<file path="src/rtl/seq_shift_unit.sv">
// Multi-cycle shift/load register: accepts an operand and opcode, then shifts one
// bit per clock (logical, arithmetic or rotate) with a start/busy/done handshake.
module seq_shift_unit #(
  parameter int WIDTH   = 32,
  parameter int SHAMT_W = 6
) (
  input  logic               clk,
  input  logic               clr,
  input  logic               start,
  input  logic [2:0]         op,
  input  logic [WIDTH-1:0]   d,
  input  logic [SHAMT_W-1:0] shamt,
  input  logic               sin,
  output logic [WIDTH-1:0]   q,
  output logic               cout,
  output logic [SHAMT_W-1:0] cnt,
  output logic               busy,
  output logic               done
);

  typedef enum logic [1:0] {IDLE, SHIFT, DONE} state_t;

  localparam logic [2:0] OP_NOP   = 3'b000;
  localparam logic [2:0] OP_LSL   = 3'b001;
  localparam logic [2:0] OP_LSR   = 3'b010;
  localparam logic [2:0] OP_ASR   = 3'b011;
  localparam logic [2:0] OP_ROL   = 3'b100;
  localparam logic [2:0] OP_ROR   = 3'b101;
  localparam logic [2:0] OP_LOAD  = 3'b110;
  localparam logic [2:0] OP_CLEAR = 3'b111;

  localparam logic [SHAMT_W-1:0] CNT_ZERO = '0;
  localparam logic [SHAMT_W-1:0] CNT_ONE  = {{(SHAMT_W-1){1'b0}}, 1'b1};

  state_t            state, state_nxt;
  logic [2:0]        op_l;
  logic              accept;
  logic              is_shift;
  logic [WIDTH-1:0]  shift_q;
  logic              shift_out;

  assign is_shift = (op >= OP_LSL) && (op <= OP_ROR);

  always_ff @(posedge clk) begin
    if (clr) state <= IDLE;
    else     state <= state_nxt;
  end

  // A new request is taken whenever no shift is in flight, including the DONE cycle.
  always_comb begin
    state_nxt = state;
    case (state)
      IDLE, DONE: begin
        if (start) begin
          if (is_shift && (shamt != CNT_ZERO)) state_nxt = SHIFT;
          else                                 state_nxt = DONE;
        end else begin
          state_nxt = IDLE;
        end
      end
      SHIFT: begin
        if (cnt == CNT_ONE) state_nxt = DONE;
      end
      default: state_nxt = IDLE;
    endcase
  end

  always_comb begin
    busy   = (state == SHIFT);
    done   = (state == DONE);
    accept = start && (state != SHIFT);
  end

  // One-bit step of the latched operation; the outgoing bit becomes cout.
  always_comb begin
    shift_q   = q;
    shift_out = 1'b0;
    case (op_l)
      OP_LSL: begin shift_q = {q[WIDTH-2:0], sin};      shift_out = q[WIDTH-1]; end
      OP_LSR: begin shift_q = {sin, q[WIDTH-1:1]};      shift_out = q[0];       end
      OP_ASR: begin shift_q = {q[WIDTH-1], q[WIDTH-1:1]}; shift_out = q[0];     end
      OP_ROL: begin shift_q = {q[WIDTH-2:0], q[WIDTH-1]}; shift_out = q[WIDTH-1]; end
      OP_ROR: begin shift_q = {q[0], q[WIDTH-1:1]};     shift_out = q[0];       end
      default: begin shift_q = q; shift_out = 1'b0; end
    endcase
  end

  always_ff @(posedge clk) begin
    if (clr) begin
      q    <= '0;
      cout <= 1'b0;
      cnt  <= '0;
      op_l <= OP_NOP;
    end else if (accept) begin
      cout <= 1'b0;
      op_l <= op;
      case (op)
        OP_LSL, OP_LSR, OP_ASR, OP_ROL, OP_ROR: begin
          q   <= d;
          cnt <= shamt;
        end
        OP_LOAD: begin
          q   <= d;
          cnt <= '0;
        end
        OP_CLEAR: begin
          q   <= '0;
          cnt <= '0;
        end
        default: cnt <= '0;
      endcase
    end else if (state == SHIFT) begin
      q    <= shift_q;
      cout <= shift_out;
      cnt  <= cnt - CNT_ONE;
    end
  end

endmodule

</file>
<file path="config.mk">
export PLATFORM = sky130hd
export DESIGN_NAME = seq_shift_unit
export DESIGN_NICKNAME = d
export VERILOG_FILES = /design/src/rtl/seq_shift_unit.sv
export SDC_FILE = /design/constraint.sdc
export NUM_CORES = 1
export LEC_CHECK = 0
export BUFFER_PORTS_ARGS = -buffer_cell sky130_fd_sc_hd__clkbuf_2
export CORE_MARGIN = 3
export CORE_UTILIZATION = 54
export CTS_BUF_LIST = sky130_fd_sc_hd__clkbuf_8
export DETAILED_ROUTE_END_ITERATION = 10
export GPL_ROUTABILITY_DRIVEN = 0
export PLACE_DENSITY = 0.82
export SYNTH_ARGS = -nofsm -noshare
export SYNTH_HDL_FRONTEND = slang
export SYNTH_SLANG_ARGS = --single-unit
</file>
<file path="constraint.sdc">
create_clock -name clk -period 1.9 [get_ports clk]
set_input_delay 0.095 -clock clk [delete_from_list [all_inputs] [get_ports clk]]
set_output_delay 0.095 -clock clk [all_outputs]
set_load 0.02 [all_outputs]
</file>
==> impl_metrics.json, run 1 <==
{
  "tritoncts": "built",
  "dieWidth_um": 81.5,
  "postSynth.asyncResetShare_pct": 0,
  "numPortBuffers": 85,
  "p_per_area_nw_per_um2": 767,
  "finalInstanceArea_um2": 3630,
  "cts_setup_buffers": 0,
  "cp_max_fo": 33,
  "rows": 26,
  "min_period_over_period_pct": 91.9,
  "cp_top_family": "compound AO/OA/AOI/OAI gates",
  "core_area_um2": 5300,
  "nets": 484,
  "antenna_cells": 0,
  "grt_util_met1_pct": 35.3,
  "syn_nets": 413,
  "synth_cell_types": 46,
  "r2r_slack_ns": 0.15,
  "drive_gt1_share_pct": 36.2,
  "cts_buffers": 5,
  "cap_violations": 0,
  "final_hold_viol_count": 0,
  "synth_area_leader_cell": "dfxtp_1",
  "cts_sinks": 44,
  "initial_core_util_pct": 58.0,
  "insertion_delay_ns": 0.30,
  "busiest_layer": "met2",
  "finalHoldWorstSlack_ns": 0.0358,
  "via_per_inst": 6.58,
  "peakVddDrop_v": 0.000434,
  "setup_viol": 0,
  "area_growth_pct": 18.1,
  "netlist_top_cells_count": "nand3_1, dfxtp_1, o21ai_0, nor3_1",
  "cp.arrival_ns": 1.94,
  "fin_skew_ns": 0.00706,
  "cts_root_buffer": "clkbuf_8",
  "fmax_ghz": 0.573,
  "crit_path_cell_trace": "and2_2 -> nor3_4 -> buf_4 -> o221ai_1 -> o32ai_1",
  "yosys-top-cells-area": "dfxtp_1, a311oi_2, nand3_1, a21o_1, o21ai_0",
  "p_leak_nw": 1.36,
  "min_period_ns": 1.75,
  "synth_warnings": 0,
  "worst_hold_path.endpoint": "cnt[4]",
  "critical_path_buf_inv_count": 1,
  "synth_most_common_cell": "nand3_1",
  "status": "completed",
  "antenna_found_initial": 0,
  "max_stage_delay_ns": 0.39,
  "syn_area_um2": 3080,
  "io_pins": 86,
  "wl_per_cell_um": 17.7,
  "num-fill-cells": 444,
  "globalRouteMet3Util_pct": 4.82,
  "drc": 0,
  "placed_cells": 500,
  "die_h_um": 81.5,
  "critPathLaunchType": "register",
  "clock_path_buffers": 2,
  "cts_resized": 0,
  "worst_pin_slew_ns": 0.434,
  "ys_seq_area_share_pct": 28.6,
  "synth_ff_type": "dfxtp_1",
  "met2_usage_pct": 44.4,
  "ctsHtreeMaxLevel": 2,
  "tns_ns": 0,
  "grt-ovfl-total": 0,
  "fin_ws_ns": 0.155,
  "rr_endpoint": "q[31]",
  "synth_area_per_cell_um2": 8.41,
  "design_power_total_mw": 2.79,
  "drt_iter0_drc": 289,
  "synthCells": 366,
  "relSlewSlack_pct": 70.8,
  "grt_max_degree": 37,
  "hold_depth": 3,
  "grt_pass1_wl_um": 14200,
  "hold_path_class": "primary input to register",
  "dieArea_um2": 6640,
  "reg2reg_depth": 5,
  "drt-pass1-iter-count": 5,
  "yosys.area.top_type_share_pct": 28.6,
  "crit_type": "register to register",
  "totalWireLength_um": 8970,
  "rr_startpoint": "op_l[2]",
  "rsz0062_at_grt": "no",
  "slew_viol_final": 0,
  "place_area_um2": 3560,
  "ys_ff_latch": 44,
  "synth-edff-count": 0,
  "critPathSlowestCell": "dfxtp_1",
  "antenna_left": 0,
  "endpoint_kind": "register",
  "fin_cells": 507,
  "cts.clk_slew.worst_paths_ns": 0.08,
  "pre_cts_ws_ns": 0.230,
  "hold_start": "shamt[4]",
  "vias": 3337,
  "cts_hold_buf": 0,
  "dpl.hpwl_um": 6150,
  "worstPathRequired_ns": 2.10,
  "final_core_utilization_pct": 68.5,
  "grt_pass1_vias": 3004,
  "grt_usage_pct": 27.0
}
per-layer routing:
layer,wire (um),up-vias,part of all wire (%)
met3,739,34,8.2
li1,-,1537,-
met1,3720,1585,41
met2,4300,181,48
met4,216,0,2.4
met5,0,-,0
layout make-up:
class / instances / area, um^2 / share of cell area, %
repair buffers: 107 / 641 / 17.6
multi-input cells: 272 / 1920 / 52.9
clock inverters: 2 / 8.76 / 0.241
inverters: 7 / 26.3 / 0.723
flip-flops and latches: 44 / 881 / 24.2
well taps: 70 / 87.6 / 2.41
clock buffers: 5 / 68.8 / 1.89
sequential cells by signal, indices dropped and copies added, names as in the netlist:
name and cells:
op_l 3, cout 1, state 2, q 32
cnt 6
where the power goes:
part / total [mW] / switching [mW] / leakage, nW / internal [mW]
Clock: 0.573 / 0.328 / 0.0452 / 0.245
Combinational: 1.06 / 0.627 / 0.953 / 0.430
Sequential: 1.16 / 0.126 / 0.363 / 1.03
layout by cell type, fill, tap and decap left out, types with 2 or more instances in the layout:
master    netlist  final
clkbuf_2        0     85
nand3_1        64     64
dfxtp_1        44     44
o21ai_0        35     35
nor3_1         33     33
a21o_1         31     31
a311oi_2       31     31
buf_4           2     18
nand2_1        16     16
a21oi_1        11     10
inv_1           5      6
nor2_1          7      6
mux2i_1         5      5
clkbuf_8        0      5
buf_12          3      4
nor3_4          2      3
nor4_1          3      3
inv_2           2      2
nor2b_1         2      2
nand4b_1        2      2
o211ai_1        2      2
a32oi_1         2      2
mux2_2          2      2
nor3b_1         2      2
ha_1            2      2
worst reg2reg max path: cells and delay by family (launching register included):
kind	cells	cell delay, ns
AO/OA/AOI/OAI	2	0.45
AND/OR/NAND/NOR	2	0.42
flip-flops	1	0.39
buffers and inverters	1	0.38
worst max-delay path by stage:
| stage | from | to | slack, ns | cells after the start |
|---|---|---|---|---|
| 2_1_floorplan | state[1] | q[0] | 0.44 | 7 |
| 3_3_place_gp | state[1] | cnt[1] | 0.25 | 6 |
| 3_5_place_dp | state[1] | cnt[1] | 0.23 | 6 |
| 4_1_cts | state[1] | cnt[1] | 0.20 | 6 |
| 5_1_grt | op_l[2] | q[31] | 0.07 | 5 |
| 6_report | op_l[2] | q[31] | 0.15 | 5 |
logic make-up (layout without fill, tap and decap cells):
logic type | after synthesis | in the layout | synth area share, %
multiplexers | 7 | 7 | 2.36
XOR/XNOR | 1 | 1 | 0.285
AO/OA/AOI/OAI | 124 | 124 | 34.4
AND/OR/NAND/NOR | 138 | 138 | 24.0
buffers and inverters | 50 | 121 | 9.51
adder cells (fa/ha/maj) | 2 | 2 | 0.813
flip-flops | 44 | 44 | 28.6
Note: power is estimated with default switching activity, not from simulation.
==> inputs of run 2 (changes only) <==
--- a/config.mk
+++ b/config.mk
@@ -6,12 +6,15 @@
 export NUM_CORES = 1
 export LEC_CHECK = 0
 export BUFFER_PORTS_ARGS = -buffer_cell sky130_fd_sc_hd__clkbuf_2
+export CELL_PAD_IN_SITES_DETAIL_PLACEMENT = 1
+export CELL_PAD_IN_SITES_GLOBAL_PLACEMENT = 1
 export CORE_MARGIN = 3
-export CORE_UTILIZATION = 54
+export CORE_UTILIZATION = 40
 export CTS_BUF_LIST = sky130_fd_sc_hd__clkbuf_8
 export DETAILED_ROUTE_END_ITERATION = 10
 export GPL_ROUTABILITY_DRIVEN = 0
-export PLACE_DENSITY = 0.82
+export PLACE_DENSITY_LB_ADDON = 0.1
+export RECOVER_POWER = 50
 export SYNTH_ARGS = -nofsm -noshare
 export SYNTH_HDL_FRONTEND = slang
 export SYNTH_SLANG_ARGS = --single-unit
==> impl_metrics.json, run 2 (synthesis gave the netlist of run 1 again) <==
{
  "status": "completed",
  "antenna_cells": 0,
  "rr_endpoint": "q[8]",
  "critPathSlowestCell": "dfxtp_1",
  "cts_sinks": 44,
  "p_int_mw": 1.68,
  "placed_cells": 530,
  "clock_path_buffers": 2,
  "tns_ns": 0,
  "reg_top3": "q (32), cnt (6), op_l (3)",
  "endpoint_kind": "register",
  "cap_violations": 0,
  "nets": 485,
  "dieArea_um2": 8780,
  "max_stage_delay_ns": 0.49,
  "critPathLaunchType": "register",
  "worstPathRequired_ns": 2.12,
  "cts_buffers": 5,
  "final_core_utilization_pct": 49.2,
  "worst_pin_slew_ns": 0.475,
  "clock_power_share_pct": 20.8,
  "core_area_um2": 7370,
  "hold_start": "shamt[4]",
  "drt-pass1-iter-count": 4,
  "fmax_ghz": 0.575,
  "r2r_slack_ns": 0.16,
  "crit_type": "register to register",
  "seqPwrFrac_pct": 41.9,
  "via_per_inst": 5.91,
  "fin_skew_ns": 0.00820,
  "area_growth_pct": 17.9,
  "final_hold_viol_count": 0,
  "drive_gt1_share_pct": 27.2,
  "top_register": "q",
  "numPortBuffers": 85,
  "num-fill-cells": 955,
  "die_h_um": 93.7,
  "p_per_area_nw_per_um2": 767,
  "regArea_um2": 881,
  "wl_per_cell_um": 18.1,
  "cts_root_buffer": "clkbuf_8",
  "dpl.hpwl_um": 6670,
  "dieWidth_um": 93.7,
  "cts_hold_buf": 0,
  "reg2reg_depth": 6,
  "cts_resized": 0,
  "peakVddDrop_v": 0.000365,
  "cts.clk_slew.worst_paths_ns": 0.09,
  "totalWireLength_um": 9750,
  "largest_reg_flops": 32,
  "grt_pass1_vias": 3231,
  "p_leak_nw": 1.23,
  "io_pins": 86,
  "tritoncts": "built",
  "cp_max_fo": 14,
  "cts_setup_buffers": 0,
  "cp.arrival_ns": 1.96,
  "drc": 0,
  "min_period_over_period_pct": 91.5,
  "insertion_delay_ns": 0.30,
  "slew_viol_final": 0,
  "antenna_found_initial": 0,
  "combPwrFrac_pct": 37.3,
  "rows": 31,
  "grt_max_degree": 39,
  "antenna_left": 0,
  "rsz0062_at_grt": "no",
  "crit_path_cell_trace": "buf_4 -> a21o_1 -> buf_4 -> nand3_1 -> a21o_1 -> a311oi_2",
  "vias": 3175,
  "ctsHtreeMaxLevel": 2,
  "layout_common_cells": "nand3_1, clkbuf_2, dfxtp_1, clkbuf_1, o21ai_0",
  "grt-ovfl-total": 0,
  "multi_input_area_um2": 1920,
  "rr_startpoint": "op_l[2]",
  "final_common_cell": "nand3_1",
  "power_switching_mw": 1.10,
  "p_sw_share_pct": 39.5,
  "setup_viol": 0,
  "relSlewSlack_pct": 68.0,
  "min_period_ns": 1.74,
  "grt_pass1_wl_um": 16200,
  "cp-startpoint": "op_l[2]",
  "drt_iter0_drc": 127,
  "endpoint": "q[8]",
  "grt_usage_pct": 22.7,
  "hold_path_class": "primary input to register",
  "initial_core_util_pct": 41.8,
  "fin_cells": 537
}
## run 2: power by group through the flow
stage | sequential (mW) | combinational, mW | clock, mW
floorplan | 1.26 | 0.665 | 0
global placement | 1.18 | 1.04 | 0
detailed placement | 1.18 | 1.06 | 0
CTS | 1.16 | 1.07 | 0.605
global route | 1.18 | 1.13 | 0.622
finish | 1.17 | 1.04 | 0.580
## run 2: per-stage QoR
step	total power, mW	setup slack, ns	hold slack (ns)	cell area [um^2]
after floorplan	1.93	0.442	0.231	3080
after global routing	2.94	0.0407	0.0504	3630
after global placement	2.22	0.275	0.354	3600
final	2.78	0.161	0.0506	3630
after detailed placement	2.25	0.175	0.361	3600
after CTS	2.84	0.137	0.0390	3680
## run 2: worst min-delay path by stage
stage | to | slack, ns | depth (start not counted)
final | cnt[4] | 0.05 | 3
after global routing | cnt[4] | 0.05 | 3
after CTS | cnt[4] | 0.04 | 3
after detailed placement | cnt[4] | 0.36 | 3
after global placement | cnt[4] | 0.35 | 3
after floorplan | op_l[0] | 0.23 | 2
## run 2: layout make-up
class                      instances  area share [%]
timing repair buffer             108            16.5
tap                               99            3.41
multi-input combinational        272            53.0
clock inverter                     2           0.241
clock buffer                       5            1.90
inverter                           7           0.724
sequential                        44            24.3
## run 2: critical path, delay by kind of cell (launching register included)
kind	cells	cell delay, ns
AOI/OAI and AO/OA	3	0.62
DFF	1	0.49
buffers and inverters	2	0.44
and+or+nand+nor	1	0.10
## run 2: per-layer routing
layer	vias up	track usage (%)	routed length (um)
li1	1530	-	-
met1	1549	31.5	4600
met3	11	2.96	466
met4	0	6.26	122
met2	85	36.8	4560
met5	-	0	0
==> inputs of run 3 (changes only) <==
--- a/config.mk
+++ b/config.mk
@@ -5,11 +5,12 @@
 export SDC_FILE = /design/constraint.sdc
 export NUM_CORES = 1
 export LEC_CHECK = 0
+export ABC_AREA = 1
 export BUFFER_PORTS_ARGS = -buffer_cell sky130_fd_sc_hd__clkbuf_2
 export CELL_PAD_IN_SITES_DETAIL_PLACEMENT = 1
 export CELL_PAD_IN_SITES_GLOBAL_PLACEMENT = 1
 export CORE_MARGIN = 3
-export CORE_UTILIZATION = 40
+export CORE_UTILIZATION = 35
 export CTS_BUF_LIST = sky130_fd_sc_hd__clkbuf_8
 export DETAILED_ROUTE_END_ITERATION = 10
 export GPL_ROUTABILITY_DRIVEN = 0
==> impl_metrics.json, run 3 <==
{
  "cts.clk_slew.worst_paths_ns": 0.08,
  "synthCells": 422,
  "rr_startpoint": "state[1]",
  "fin_skew_ns": 0.00451,
  "synth_xor_area_share_pct": 0.335,
  "synth_cell_types": 23,
  "cp_max_fo": 62,
  "initial_core_util_pct": 37.2,
  "hold_depth": 3,
  "synth_most_common_cell": "nand2_1",
  "final_common_cell": "nand2_1",
  "cts_sinks": 44,
  "cts_root_buffer": "clkbuf_8",
  "worst_hold_path.endpoint": "cnt[0]",
  "design_power_total_mw": 2.74,
  "rr_endpoint": "q[29]",
  "cts_hold_buf": 0,
  "synth_mux_area_share_pct": 0,
  "hold_start": "shamt[0]",
  "slew_viol_final": 0,
  "grt_pass1_vias": 3031,
  "synth_fa_ha_area_share_pct": 0.958,
  "critPathLaunchType": "register",
  "min_period_over_period_pct": 80.7,
  "yosys.area.top_type_share_pct": 33.7,
  "antenna_found_initial": 0,
  "cp.arrival_ns": 1.72,
  "synth_area_leader_cell": "dfxtp_1",
  "reg_top3": "q (32), cnt (6), op_l (3)",
  "worst_pin_slew_ns": 0.576,
  "finalHoldWorstSlack_ns": 0.0476,
  "grt_pass1_wl_um": 14300,
  "wl_per_cell_um": 14.2,
  "yosys-top-cells-area": "dfxtp_1, nand2_1, o21ai_0, nor2_1, nand3_1",
  "antenna_left": 0,
  "grt_usage_pct": 20.1,
  "core_area_um2": 7020,
  "largest_reg_flops": 32,
  "synth-edff-count": 0,
  "ctsHtreeMaxLevel": 2,
  "io_pins": 86,
  "totalWireLength_um": 8410,
  "insertion_delay_ns": 0.29,
  "p_per_area_nw_per_um2": 875,
  "syn_area_um2": 2610,
  "fin_cells": 593,
  "grt_max_degree": 63,
  "netlist_top_cells_count": "nand2_1, nor2_1, o21ai_0, nand3_1, dfxtp_1",
  "final_core_utilization_pct": 44.7,
  "relSlewSlack_pct": 61.5,
  "layout_common_cells": "nand2_1, nor2_1, o21ai_0, nand3_1, clkbuf_2",
  "hold_path_class": "primary input to register",
  "tns_ns": 0,
  "dieWidth_um": 92.4,
  "vias": 2995,
  "worstPathRequired_ns": 2.09,
  "endpoint_kind": "register",
  "cts_resized": 0,
  "drt_iter0_drc": 98,
  "synth_warnings": 0,
  "clock_path_buffers": 2,
  "cts_buffers": 5,
  "die_h_um": 92.4,
  "numPortBuffers": 85,
  "crit_type": "register to register",
  "synth-compound-area-share_pct": 22.3,
  "drc": 0,
  "drt-pass1-iter-count": 4,
  "setup_viol": 0,
  "grt-ovfl-total": 0,
  "final_hold_viol_count": 0,
  "placed_cells": 585,
  "rows": 30,
  "peakVddDrop_v": 0.000441,
  "synth_top_family_by_area": "simple AND/OR/NAND/NOR gates",
  "cts_setup_buffers": 0,
  "min_period_ns": 1.53,
  "dieArea_um2": 8540,
  "synth-simple-area-share_pct": 32.3,
  "via_per_inst": 5.05,
  "tritoncts": "built",
  "nets": 543,
  "top_register": "q",
  "fmax_ghz": 0.653,
  "postSynth.asyncResetShare_pct": 0,
  "synth_area_per_cell_um2": 6.19,
  "antenna_cells": 0,
  "reg2reg_depth": 10,
  "status": "completed",
  "synth_ff_type": "dfxtp_1",
  "area_growth_pct": 20.0,
  "p_leak_nw": 1.38,
  "dpl.hpwl_um": 6130,
  "r2r_slack_ns": 0.37,
  "ys_seq_area_share_pct": 33.7,
  "cap_violations": 0,
  "drive_gt1_share_pct": 13.9,
  "rsz0062_at_grt": "no",
  "syn_nets": 469,
  "ys_ff_latch": 44
}
run 3: changes by cell type after synthesis, moves of 17 or more:
| cell | before | now |
|---|---|---|
| nand3_1 | 64 | 47 |
| nand2_1 | 16 | 81 |
| inv_1 | 5 | 28 |
| nor3_1 | 33 | 0 |
| a21oi_1 | 11 | 40 |
| nor2_1 | 7 | 65 |
| a21o_1 | 31 | 0 |
| a311oi_2 | 31 | 0 |
| o21ai_0 | 35 | 59 |
run 3: per-stage QoR:
| stage | setup slack, ns | cell area, um^2 |
|---|---|---|
| floorplan | 0.637 | 2610 |
| global placement | 0.408 | 3100 |
| detailed placement | 0.364 | 3100 |
| CTS | 0.353 | 3190 |
| global route | 0.178 | 3140 |
| finish | 0.368 | 3140 |
run 3: cell type report:
cell class / instances / area [um^2]
Inverter: 33 / 124
Timing Repair Buffer: 93 / 460
Clock buffer: 6 / 82.6
Tap cell: 96 / 120
Sequential cell: 44 / 881
Fill cell: 1012 / 3880
Clock inverter: 2 / 7.51
Multi-Input combinational cell: 319 / 1460
run 3: cell families after synthesis:
group	Yosys count
and+or+nand+nor	202
xor gates and xnor gates	1
buffers and inverters	59
DFF	44
AOI/OAI and AO/OA	114
adders and majority gates	2
run 3: power breakdown:
group	leakage [nW]	internal, mW	total [mW]	switching (mW)
Combinational	0.961	0.322	0.968	0.646
Sequential	0.364	1.05	1.17	0.127
Clock	0.0538	0.287	0.602	0.315
run 3: how the worst max path moves through the flow:
stage | start | endpoint | slack, ns | depth (start not counted)
after floorplan | op_l[2] | cout | 0.64 | 9
after CTS | state[1] | q[17] | 0.35 | 10
after global placement | state[1] | q[21] | 0.41 | 10
after global routing | state[1] | q[17] | 0.18 | 10
after detailed placement | state[1] | q[17] | 0.36 | 10
final | state[1] | q[29] | 0.37 | 10
run 3: per-layer routing:
metal,up-vias,wire length [um],global-route usage (%)
met4,0,78,5.45
met1,1381,4100,26.8
met5,-,0,0
met2,69,3890,33.8
li1,1539,-,-
met3,6,345,3.01
run 3: worst max-delay path, stage by stage, from the launching register on:
cell and delay [ns]:
dfxtp_1 0.32, inv_1 0.05, nand2_2 0.13, nand2_2 0.12
nand3_1 0.10, nand2_1 0.09, inv_2 0.08, buf_12 0.23
nand2_1 0.10, a21oi_1 0.13, nor2_1 0.05
